File: config.mk
export PLATFORM = sky130hd
export DESIGN_NAME = wb_stage
export DESIGN_NICKNAME = d
export VERILOG_FILES = /design/src/rtl/pipe_pkg.sv /design/src/rtl/load_extract.sv /design/src/rtl/wb_stage.sv
export SDC_FILE = /design/constraint.sdc
export NUM_CORES = 1
export LEC_CHECK = 0
export CORE_MARGIN = 3
export CORE_UTILIZATION = 45
export DETAILED_ROUTE_END_ITERATION = 12
export HOLD_SLACK_MARGIN = 0.08
export PLACE_DENSITY = 0.79
export REMOVE_ABC_BUFFERS = 1
export SYNTH_ARGS = -nofsm -noshare
export SYNTH_HDL_FRONTEND = slang
export SYNTH_SLANG_ARGS = --single-unit
File: constraint.sdc
create_clock -name clk -period 4 [get_ports clk]
set_clock_uncertainty 0.1 [all_clocks]
set_input_delay 0.4 -clock clk [delete_from_list [all_inputs] [get_ports clk]]
set_output_delay 0.4 -clock clk [all_outputs]
set_load 0.01 [all_outputs]
File: src/rtl/pipe_pkg.sv
// Shared pipeline definitions: load-size encodings, the MEM/WB bundle and default register count.
package pipe_pkg;

   localparam logic [1:0] LD_BYTE = 2'b00;
   localparam logic [1:0] LD_HALF = 2'b01;
   localparam logic [1:0] LD_WORD = 2'b10;

   localparam int NREGS_DEFAULT = 16;

   typedef struct packed {
      logic        valid;
      logic [4:0]  rd;
      logic        reg_write;
      logic        mem_to_reg;
      logic [31:0] alu_result;
      logic [31:0] mem_data;
      logic [1:0]  ld_size;
      logic        ld_unsigned;
   } mem_wb_t;

endpackage

File: src/rtl/load_extract.sv
// Sub-word load extraction: picks a byte/half/word lane from a little-endian word and extends it.
// Only instantiated when WB_SUBWORD_EN is defined.
module load_extract
   import pipe_pkg::*;
(
   input  logic [31:0] mem_data,
   input  logic [1:0]  off,
   input  logic [1:0]  ld_size,
   input  logic        ld_unsigned,
   output logic [31:0] data
);

   logic [7:0]  byte_lane;
   logic [15:0] half_lane;

   always_comb begin
      byte_lane = mem_data[8*off +: 8];
      half_lane = off[1] ? mem_data[31:16] : mem_data[15:0];
      case (ld_size)
         LD_BYTE: data = {{24{byte_lane[7] & ~ld_unsigned}}, byte_lane};
         LD_HALF: data = {{16{half_lane[15] & ~ld_unsigned}}, half_lane};
         default: data = mem_data;
      endcase
   end

endmodule

File: src/rtl/wb_stage.sv
// Writeback stage: MEM/WB register, result select and register-file write port, retire counter.
// Sub-word load extraction is built only when WB_SUBWORD_EN is defined; otherwise loads return the raw word.
module wb_stage
   import pipe_pkg::*;
#(
   parameter int NREGS = NREGS_DEFAULT,
   parameter int CNT_W = 32
) (
   input  logic             clk,
   input  logic             rst,
   input  logic             in_valid,
   input  logic [4:0]       in_rd,
   input  logic             in_reg_write,
   input  logic             in_mem_to_reg,
   input  logic [31:0]      in_alu_result,
   input  logic [31:0]      in_mem_data,
   input  logic [1:0]       in_ld_size,
   input  logic             in_ld_unsigned,
   input  logic             stall,
   input  logic             flush,
   output logic [4:0]       rd,
   output logic [31:0]      write_data,
   output logic             reg_write,
   output logic [CNT_W-1:0] retired,
   output logic             bad_rd
);

   mem_wb_t          wb;
   mem_wb_t          wb_next;
   logic [31:0]      load_val;
   logic             wr_attempt;
   logic             rd_impl;
   logic             bad_q;
   logic [CNT_W-1:0] cnt;

   always_comb begin
      wb_next            = '0;
      wb_next.valid      = in_valid;
      wb_next.rd         = in_rd;
      wb_next.reg_write  = in_reg_write;
      wb_next.mem_to_reg = in_mem_to_reg;
      wb_next.alu_result = in_alu_result;
      wb_next.mem_data   = in_mem_data;
`ifdef WB_SUBWORD_EN
      wb_next.ld_size     = in_ld_size;
      wb_next.ld_unsigned = in_ld_unsigned;
`endif
   end

   always_ff @(posedge clk or posedge rst) begin
      if (rst) begin
         wb <= '0;
      end else if (flush) begin
         wb <= '0;
      end else if (!stall) begin
         wb <= wb_next;
      end
   end

`ifdef WB_SUBWORD_EN
   load_extract u_load_extract (
      .mem_data    (wb.mem_data),
      .off         (wb.alu_result[1:0]),
      .ld_size     (wb.ld_size),
      .ld_unsigned (wb.ld_unsigned),
      .data        (load_val)
   );
`else
   logic unused_ld;
   assign unused_ld = ^{in_ld_size, in_ld_unsigned, wb.ld_size, wb.ld_unsigned};
   assign load_val  = wb.mem_data;
`endif

   assign rd_impl    = 32'(wb.rd) < NREGS;
   assign wr_attempt = wb.valid & wb.reg_write;

   assign rd         = wb.rd;
   assign write_data = wb.mem_to_reg ? load_val : wb.alu_result;
   assign reg_write  = wr_attempt & (wb.rd != 5'd0) & rd_impl;

   // The departing entry has already written, so a flush does not cancel its retirement.
   always_ff @(posedge clk or posedge rst) begin
      if (rst) begin
         cnt   <= '0;
         bad_q <= 1'b0;
      end else begin
         if (wb.valid && !stall) cnt <= cnt + CNT_W'(1);
         if (wr_attempt && !rd_impl) bad_q <= 1'b1;
      end
   end

   assign retired = cnt;
   assign bad_rd  = bad_q | (wr_attempt & ~rd_impl);

endmodule
# Yosys cells after proc, flatten, opt, wreduce, memory -nomap -nowiden
# Cells that the tools add are included.
# classes
addsub	1
n_lt_le_gt_ge	1
n_eq_ne	1
mux	3
n_bitwise	6
n_reduce_logical	5
# ops
op	n
75-bit 2-to-1 mux	2
32-bit by 1-bit adder with 32-bit output (second input constant)	1
32-bit 2-to-1 mux	1
5-bit < comparator (second input constant)	1
5-bit nonzero test	1
1-bit AND	4
1-bit logical AND	2
1-bit zero test	2
2-bit by 1-bit inequality test with 1-bit output (second input constant)	1
1-bit inverter	1
1-bit bitwise OR	1
# word_totals
ff_bits	105
output_inout_bits	71

# Depth between registers and ports, before layout
# Gate-level depths: netlist of run 1.
# depth
word_depth	4
depth_mapped	7
depth_no_buf	6

# Worst setup path before layout of run 1
# No wires, ideal clock.
# synth_timing
path_type	register -> register
start	reg cnt[0] (netlist: retired[0])
end	reg cnt[18] (netlist: retired[18])
setup_time_ns	0.126
arrival_time_ns	1.528
required_ns	3.774
slack_ns	2.246
path_stages_with_launch	8
path_buffers	1
path_cell_list	dfrtp_1 -> ha_1 -> nand3b_1 -> nor4_4 -> and2b_1 -> buf_4 -> nand4_1 -> xnor2_1
# synth_between
elab_chain_cells	1
# synth_lines
item	line	rtl
from (decl)	wb_stage.sv:34	logic [CNT_W-1:0] cnt;
from (signal assigned)	wb_stage.sv:87	if (wb.valid && !stall) cnt <= cnt + CNT_W'(1);
32-bit by 1-bit adder with 32-bit output	wb_stage.sv:87	
# Every way passes these cells.
# A chain may end at the register's enable or synchronous reset.

# Worst setup path in the final report of run 1
# layout_timing
start	reg wb[67] in the netlist's numbering
end	out write_data[4]
# layout_between
elab_chain_cells	1
# layout_lines
item	line	rtl
from (decl)	wb_stage.sv:28	mem_wb_t wb;
from (signal assigned)	wb_stage.sv:56	wb <= wb_next;
32-bit 2-to-1 mux	wb_stage.sv:78	assign write_data = wb.mem_to_reg ? load_val : wb.alu_result;
to (decl)	wb_stage.sv:22	output logic [31:0] write_data,
# Every way passes these cells.

==> impl_metrics.py, run 1 <==
metrics = {
    "layout": {
        "num_antenna_cells": 0,
        "final_common_cell": "clkdlybuf4s50_1",
        "final_cells": 675,
        "n_fill_cell": 760,
        "layout_common_cells": "clkdlybuf4s50_1, dfrtp_1, nor2_1, mux2i_1, mux2_2",
        "syn_to_final_growth_pct": 36.76,
        "drive_gt1_share_pct": 11.07,
        "seq_area_um2": 2628,
        "multi_input_area_um2": 2001,
        "fin_nets": 618,
    },
    "setup_path": {
        "crit_path_end_kind": "primary output",
        "cp_num_buf_inv": 2,
        "rr_startpoint": "retired[0]",
        "ff2ff_path_depth": 6,
        "required_ns": 3.50,
        "crit_type": "reg2out",
        "critPathTopFamily": "flip-flops",
        "cp-start-kind": "flop",
        "crit_fanout": 20,
        "worst_ep_arrival_time_ns": 2.26,
        "r2r-end": "retired[30]",
        "critPathMaxStageDelay_ns": 0.80,
        "rrSetupSlack_ns": 2.01,
        "cp_cell_sequence": "buf_12, mux2_2, clkdlybuf4s50_1",
        "slowest_stage": "dfrtp_1",
    },
    "yosys": {
        "synth_top_area_share_pct": 55.13,
        "ys_warn_count": 0,
        "netlist-cell-type-count": 28,
        "synth_cells": 402,
        "yosysTopAreaCell": "dfrtp_1",
        "syn_area_um2": 4766,
        "ys_seq_elements": 105,
        "synth_seq_area_share_pct": 55.13,
        "ys_top_cells_by_area": "dfrtp_1, mux2i_1, mux2_2",
        "async_reset_ff_share_pct": 100.0,
        "syn_avg_cell_area_um2": 11.86,
        "synth_edf_count": 0,
        "ys.flop_type": "dfrtp_1",
    },
    "timing": {
        "worst_slew_pin_slew_ns": 0.8660,
        "hold_viol": 0,
        "finalCriticalPeriod_ns": 2.759,
        "fin_hold_ws_ns": 0.3840,
        "max_freq_mhz": 362.5,
        "setup_viol": 0,
        "layout_setup_ws_ns": 1.241,
        "max-slew-margin-rel_pct": 42.26,
        "fin_crit_sh_pct": 68.97,
        "fin_tns_setup_ns": 0,
        "slew_violations": 0,
        "rsz0062_at_grt": "no",
    },
    "grt": {
        "grt_max_degree": 53,
        "grt_pass1_vias": 3576,
        "grt-ovfl-total": 0,
        "antenna_found_initial": 0,
        "grt_usage_pct": 18.83,
        "grt_pass1_wl_mm": 17.73,
    },
    "power": {
        "peakVddDrop_mv": 0.2067,
        "powerDensity_nw_per_um2": 347.1,
        "power_leakage_nw": 3.054,
        "power_frac_comb_pct": 17.0,
        "power_switching_share_pct": 24.86,
        "p_clk_share_pct": 31.0,
        "p_int_mw": 1.700,
        "p_switching_mw": 0.5624,
        "seq_power_share_pct": 52.1,
    },
    "routing": {
        "drtIter0Drc": 124,
        "via_count": 3432,
        "drt-total-wl_mm": 11.00,
        "drt.antenna.violating_nets": 0,
        "drc": 0,
        "vias_per_cell": 5.084,
        "first_pass_iters": 6,
        "routedWlPerCell_um": 16.30,
    },
    "outcome": {
        "status": "finished clean",
    },
    "floorplanning": {
        "ioPinCount": 150,
        "placement_rows": 36,
        "coreArea_um2": 10040,
        "fp.dieArea_um2": 11860,
        "die_h_um": 108.9,
        "die_x_um": 108.9,
        "start_util_pct": 47.45,
    },
    "clocking": {
        "clk_path_buf_depth": 2,
        "htree_levels": 3,
        "cts_setup_buffers": 0,
        "cts_tree": "done",
        "post_cts_resized": 0,
        "postCtsHoldBufs": 0,
        "clock_sinks": 105,
        "numCtsBuffers": 9,
        "cts_root_buf": "clkbuf_8",
        "clk_pin_slew_ns": 0.11,
        "insertion_delay_ns": 0.35,
    },
    "hold_path": {
        "hp-class": "reg2reg",
        "min-delay-start": "retired[31]",
        "hold_path_depth": 1,
        "whs_endpoint": "retired[31]",
    },
    "placed_design": {
        "place_inst": 660,
        "globalplace.congestion": 0.8106,
        "pre_cts_ws_ns": 1.587,
        "port_buffers": 146,
        "dp.final_hpwl_mm": 7.732,
    },
    "job": {
        "max_cap_viol_count": 0,
    },
}
area by class of cell:
cell class                 count  share of cell area, %
clock buffer                  10                  1.958
clock inverter                 5                  1.248
inverter                       2                 0.1536
multi-input combinational    269                  30.70
sequential                   105                  40.31
tap                          133                  2.553
timing repair buffer         151                  23.08
synthesized netlist by cell type, types with 4 or more instances:
master    instances
and3_1            4
mux2i_1          72
dfrtp_1         105
nand3_1          11
nand2_1          11
clkbuf_1         12
mux2_2           33
xor2_1           10
nor2_1           82
xnor2_1          21
buf_2             8
nand4_1           8
buf_4             6
worst register-to-register path, stage by stage (launching register included):
cell      delay (ns)
dfrtp_1         0.46
ha_1            0.21
nand3b_1        0.16
nor4_4          0.28
and2b_1         0.35
nand4_1         0.17
xnor2_1         0.16
worst max path at each step:
stage,start,end,slack (ns),depth (start not counted)
floorplan,rst,bad_q,0.74,1
global placement,wb[67],write_data[20],1.59,3
detailed placement,wb[67],write_data[4],1.59,3
CTS,wb[67],write_data[4],1.18,3
global route,wb[67],write_data[1],1.13,3
finish,wb[67],write_data[4],1.24,3
through the flow:
stage / total power [mW] / cell area (um^2) / util [%]
floorplan: 1.346 / 4636 / -
global placement: 1.574 / 6309 / 62.81
detailed placement: 1.586 / 6309 / 62.81
CTS: 2.285 / 6518 / 64.89
global route: 2.370 / 6518 / 64.89
finish: 2.262 / 6518 / 64.89
registers in the layout, summed over array words and instances (netlist names):
register	count
rd	5
load_val	32
bad_q	1
wb	35
retired	32
cell families (layout without fill, tap and decap cells):
| logic type | count (synthesis) | count (layout) | synth area share (%) |
|---|---|---|---|
| and+or+nand+nor | 130 | 130 | 12.73 |
| muxes | 105 | 105 | 22.92 |
| DFF | 105 | 105 | 55.13 |
| xor gates and xnor gates | 31 | 31 | 5.697 |
| buffers and inverters | 28 | 168 | 2.888 |
| AOI/OAI and AO/OA | 2 | 2 | 0.3676 |
| adders and majority gates | 1 | 1 | 0.2625 |
power by group through the flow:
stage | Sequential [mW] | Clock [mW] | Combinational [mW]
after floorplan | 1.19 | 0 | 0.151
after global placement | 1.19 | 0 | 0.380
after detailed placement | 1.20 | 0 | 0.388
after CTS | 1.18 | 0.716 | 0.390
after global routing | 1.19 | 0.762 | 0.420
final | 1.18 | 0.701 | 0.384
metal layers:
metal  share of wire [%]  wire, um  track usage [%]
met1                  46      5032            26.13
met4                0.98       108            4.959
met2                  45      4913            28.60
met5                   0         0                0
met3                 8.6       945            6.039
Power figures use the tool's default switching activity.
==> run 2, diff against run 1 <==
--- a/config.mk
+++ b/config.mk
@@ -6,10 +6,10 @@
 export NUM_CORES = 1
 export LEC_CHECK = 0
 export CORE_MARGIN = 3
-export CORE_UTILIZATION = 45
+export CORE_UTILIZATION = 42
 export DETAILED_ROUTE_END_ITERATION = 12
 export HOLD_SLACK_MARGIN = 0.08
-export PLACE_DENSITY = 0.79
+export PLACE_DENSITY = 0.77
 export REMOVE_ABC_BUFFERS = 1
 export SYNTH_ARGS = -nofsm -noshare
 export SYNTH_HDL_FRONTEND = slang
==> constraint.sdc (replaced) <==
create_clock -name clk -period 2.3 [get_ports clk]
set_clock_uncertainty 0.1 [all_clocks]
set_input_delay 0.23 -clock clk [delete_from_list [all_inputs] [get_ports clk]]
set_output_delay 0.23 -clock clk [all_outputs]
set_load 0.01 [all_outputs]
==> impl_metrics.py, run 2 (synthesized netlist as in run 1, its figures left out) <==
metrics = {
    "routing": {
        "drtIter0Drc": 135,
        "drt-total-wl_mm": 11.00,
        "drc": 0,
        "vias_per_cell": 4.950,
        "drt.antenna.violating_nets": 0,
        "via_count": 3396,
        "first_pass_iters": 4,
        "routedWlPerCell_um": 16.04,
    },
    "floorplanning": {
        "coreArea_um2": 10980,
        "start_util_pct": 43.39,
        "placement_rows": 38,
        "die_h_um": 112.5,
        "die_x_um": 112.5,
        "fp.dieArea_um2": 12660,
        "ioPinCount": 150,
    },
    "timing": {
        "max_freq_mhz": 457.0,
        "slew_violations": 0,
        "setup_viol": 0,
        "hold_viol": 0,
        "worst_slew_pin_slew_ns": 0.5108,
        "rsz0062_at_grt": "no",
        "fin_crit_sh_pct": 95.14,
        "layout_setup_ws_ns": 0.1119,
        "max-slew-margin-rel_pct": 65.95,
        "finalCriticalPeriod_ns": 2.188,
    },
    "setup_path": {
        "crit_type": "reg2out",
        "crit_fanout": 23,
        "crit_path_start": "wb[67]",
        "rrSetupSlack_ns": 0.32,
        "r2r-end": "retired[18]",
        "cp_cell_sequence": "buf_12, mux2_2, clkdlybuf4s50_1",
        "rr_startpoint": "retired[0]",
        "critPathMaxStageDelay_ns": 0.50,
        "ff2ff_path_depth": 6,
        "slowest_stage": "clkdlybuf4s50_1",
        "worst_ep_arrival_time_ns": 1.86,
        "critPathTopFamily": "buffers and inverters",
        "cp_num_buf_inv": 2,
        "crit_path_end_kind": "primary output",
        "cp.depth": 3,
        "endpoint": "write_data[27]",
        "cp-start-kind": "flop",
        "required_ns": 1.97,
    },
    "power": {
        "power_leakage_nw": 3.136,
        "peakVddDrop_mv": 0.3854,
        "powerDensity_nw_per_um2": 647.8,
    },
    "placed_design": {
        "globalplace.congestion": 0.8239,
        "dp.final_hpwl_mm": 7.738,
        "port_buffers": 146,
        "place_inst": 670,
        "place_area_um2": 6390,
        "pre_cts_ws_ns": 0.3011,
    },
    "clocking": {
        "clk_pin_slew_ns": 0.07,
        "numCtsBuffers": 9,
        "clk_path_buf_depth": 2,
        "cts_tree": "done",
        "postCtsHoldBufs": 0,
        "clock_sinks": 105,
        "insertion_delay_ns": 0.34,
        "htree_levels": 3,
        "cts_root_buf": "clkbuf_16",
        "cts_setup_buffers": 0,
    },
    "outcome": {
        "status": "finished clean",
    },
    "grt": {
        "antenna_found_initial": 0,
        "grt_pass1_vias": 3703,
        "grt_pass1_wl_mm": 18.33,
        "grt_usage_pct": 17.86,
        "grt-ovfl-total": 0,
        "grt_max_degree": 73,
    },
    "layout": {
        "fin_nets": 621,
        "final_common_cell": "clkdlybuf4s50_1",
        "final_area_um2": 6710,
        "drive_gt1_share_pct": 12.09,
        "n_fill_cell": 909,
        "layout_common_cells": "clkdlybuf4s50_1, dfrtp_1, nor2_1, mux2i_1, mux2_2",
        "top_register": "wb",
        "final_cells": 686,
        "syn_to_final_growth_pct": 40.80,
        "largest_register_ffs": 35,
        "num_antenna_cells": 0,
    },
    "job": {
        "max_cap_viol_count": 0,
    },
    "hold_path": {
        "hp-class": "in2reg",
        "min-delay-start": "stall",
    },
}
[run 2: cell count changes in the layout (fill, tap and decap cells not counted), sizes merged]
cell,change
buf,+3
clkbuf,-1
clkinvlp,+1
inv,+1
[run 2: worst min path at each step]
stage          slack (ns)      endpoint  cells past startpoint
3_5_place_dp         0.36         bad_q                      1
6_report             0.13    retired[0]                      3
2_1_floorplan        0.20   load_val[0]                      1
4_1_cts              0.12    retired[0]                      3
3_3_place_gp         0.36         bad_q                      1
5_1_grt              0.16  load_val[19]                      2
[run 2: final cells by class]
cell class              instances  area, um^2  area share, %
repair buffers                154        1577          23.49
clock buffers                   9       225.2          3.356
multi-input cells             269        2001          29.82
clock inverters                 7       93.84          1.398
flip-flops and latches        105        2629          39.18
inverters                       2       10.01         0.1492
well taps                     140       175.2          2.610
[run 2: per-stage QoR]
step / hold slack [ns] / util [%] / power, mW / setup TNS (ns)
after floorplan: 0.1964 / - / 2.340 / -83.01
after global placement: 0.3558 / 58.18 / 2.751 / 0
after detailed placement: 0.3572 / 58.18 / 2.772 / 0
after CTS: 0.1171 / 61.08 / 4.411 / 0
after global routing: 0.1559 / 61.10 / 4.547 / 0
final: 0.1293 / 61.10 / 4.347 / 0
[run 2: power by group]
group          internal, mW  switching (mW)
clock                 0.954           0.663
combinational         0.409           0.278
sequential             1.95          0.0919
total                  3.31            1.03
[run 2: worst min-delay path, cell delays in order]
cell and delay, ns:
buf_4 0.12, nor2b_4 0.06, xor2_1 0.12
[run 2: per-layer routing]
layer  up-vias  share of wire [%]  global-route usage (%)
met2        91                 48                   28.84
met4         0                1.4                   5.529
li1       1638                  -                       -
met3        13                6.5                   4.960
met1      1654                 44                   23.56
met5         -                  0                       0
[run 2: timing repair]
| item | 4_1_cts | 5_1_grt |
|---|---|---|
| endpoints found under the setup margin | 0 | 5 |
| hold endpoints to repair | 0 | 0 |
| resized for setup | 0 | 1 |
==> run 3, diff against run 2 <==
--- a/config.mk
+++ b/config.mk
@@ -5,6 +5,7 @@
 export SDC_FILE = /design/constraint.sdc
 export NUM_CORES = 1
 export LEC_CHECK = 0
+export CAP_MARGIN = 0
 export CORE_MARGIN = 3
 export CORE_UTILIZATION = 42
 export DETAILED_ROUTE_END_ITERATION = 12
==> results of run 3 <==
Same layout as run 2: the final DEF is identical, and so are final timing and power.
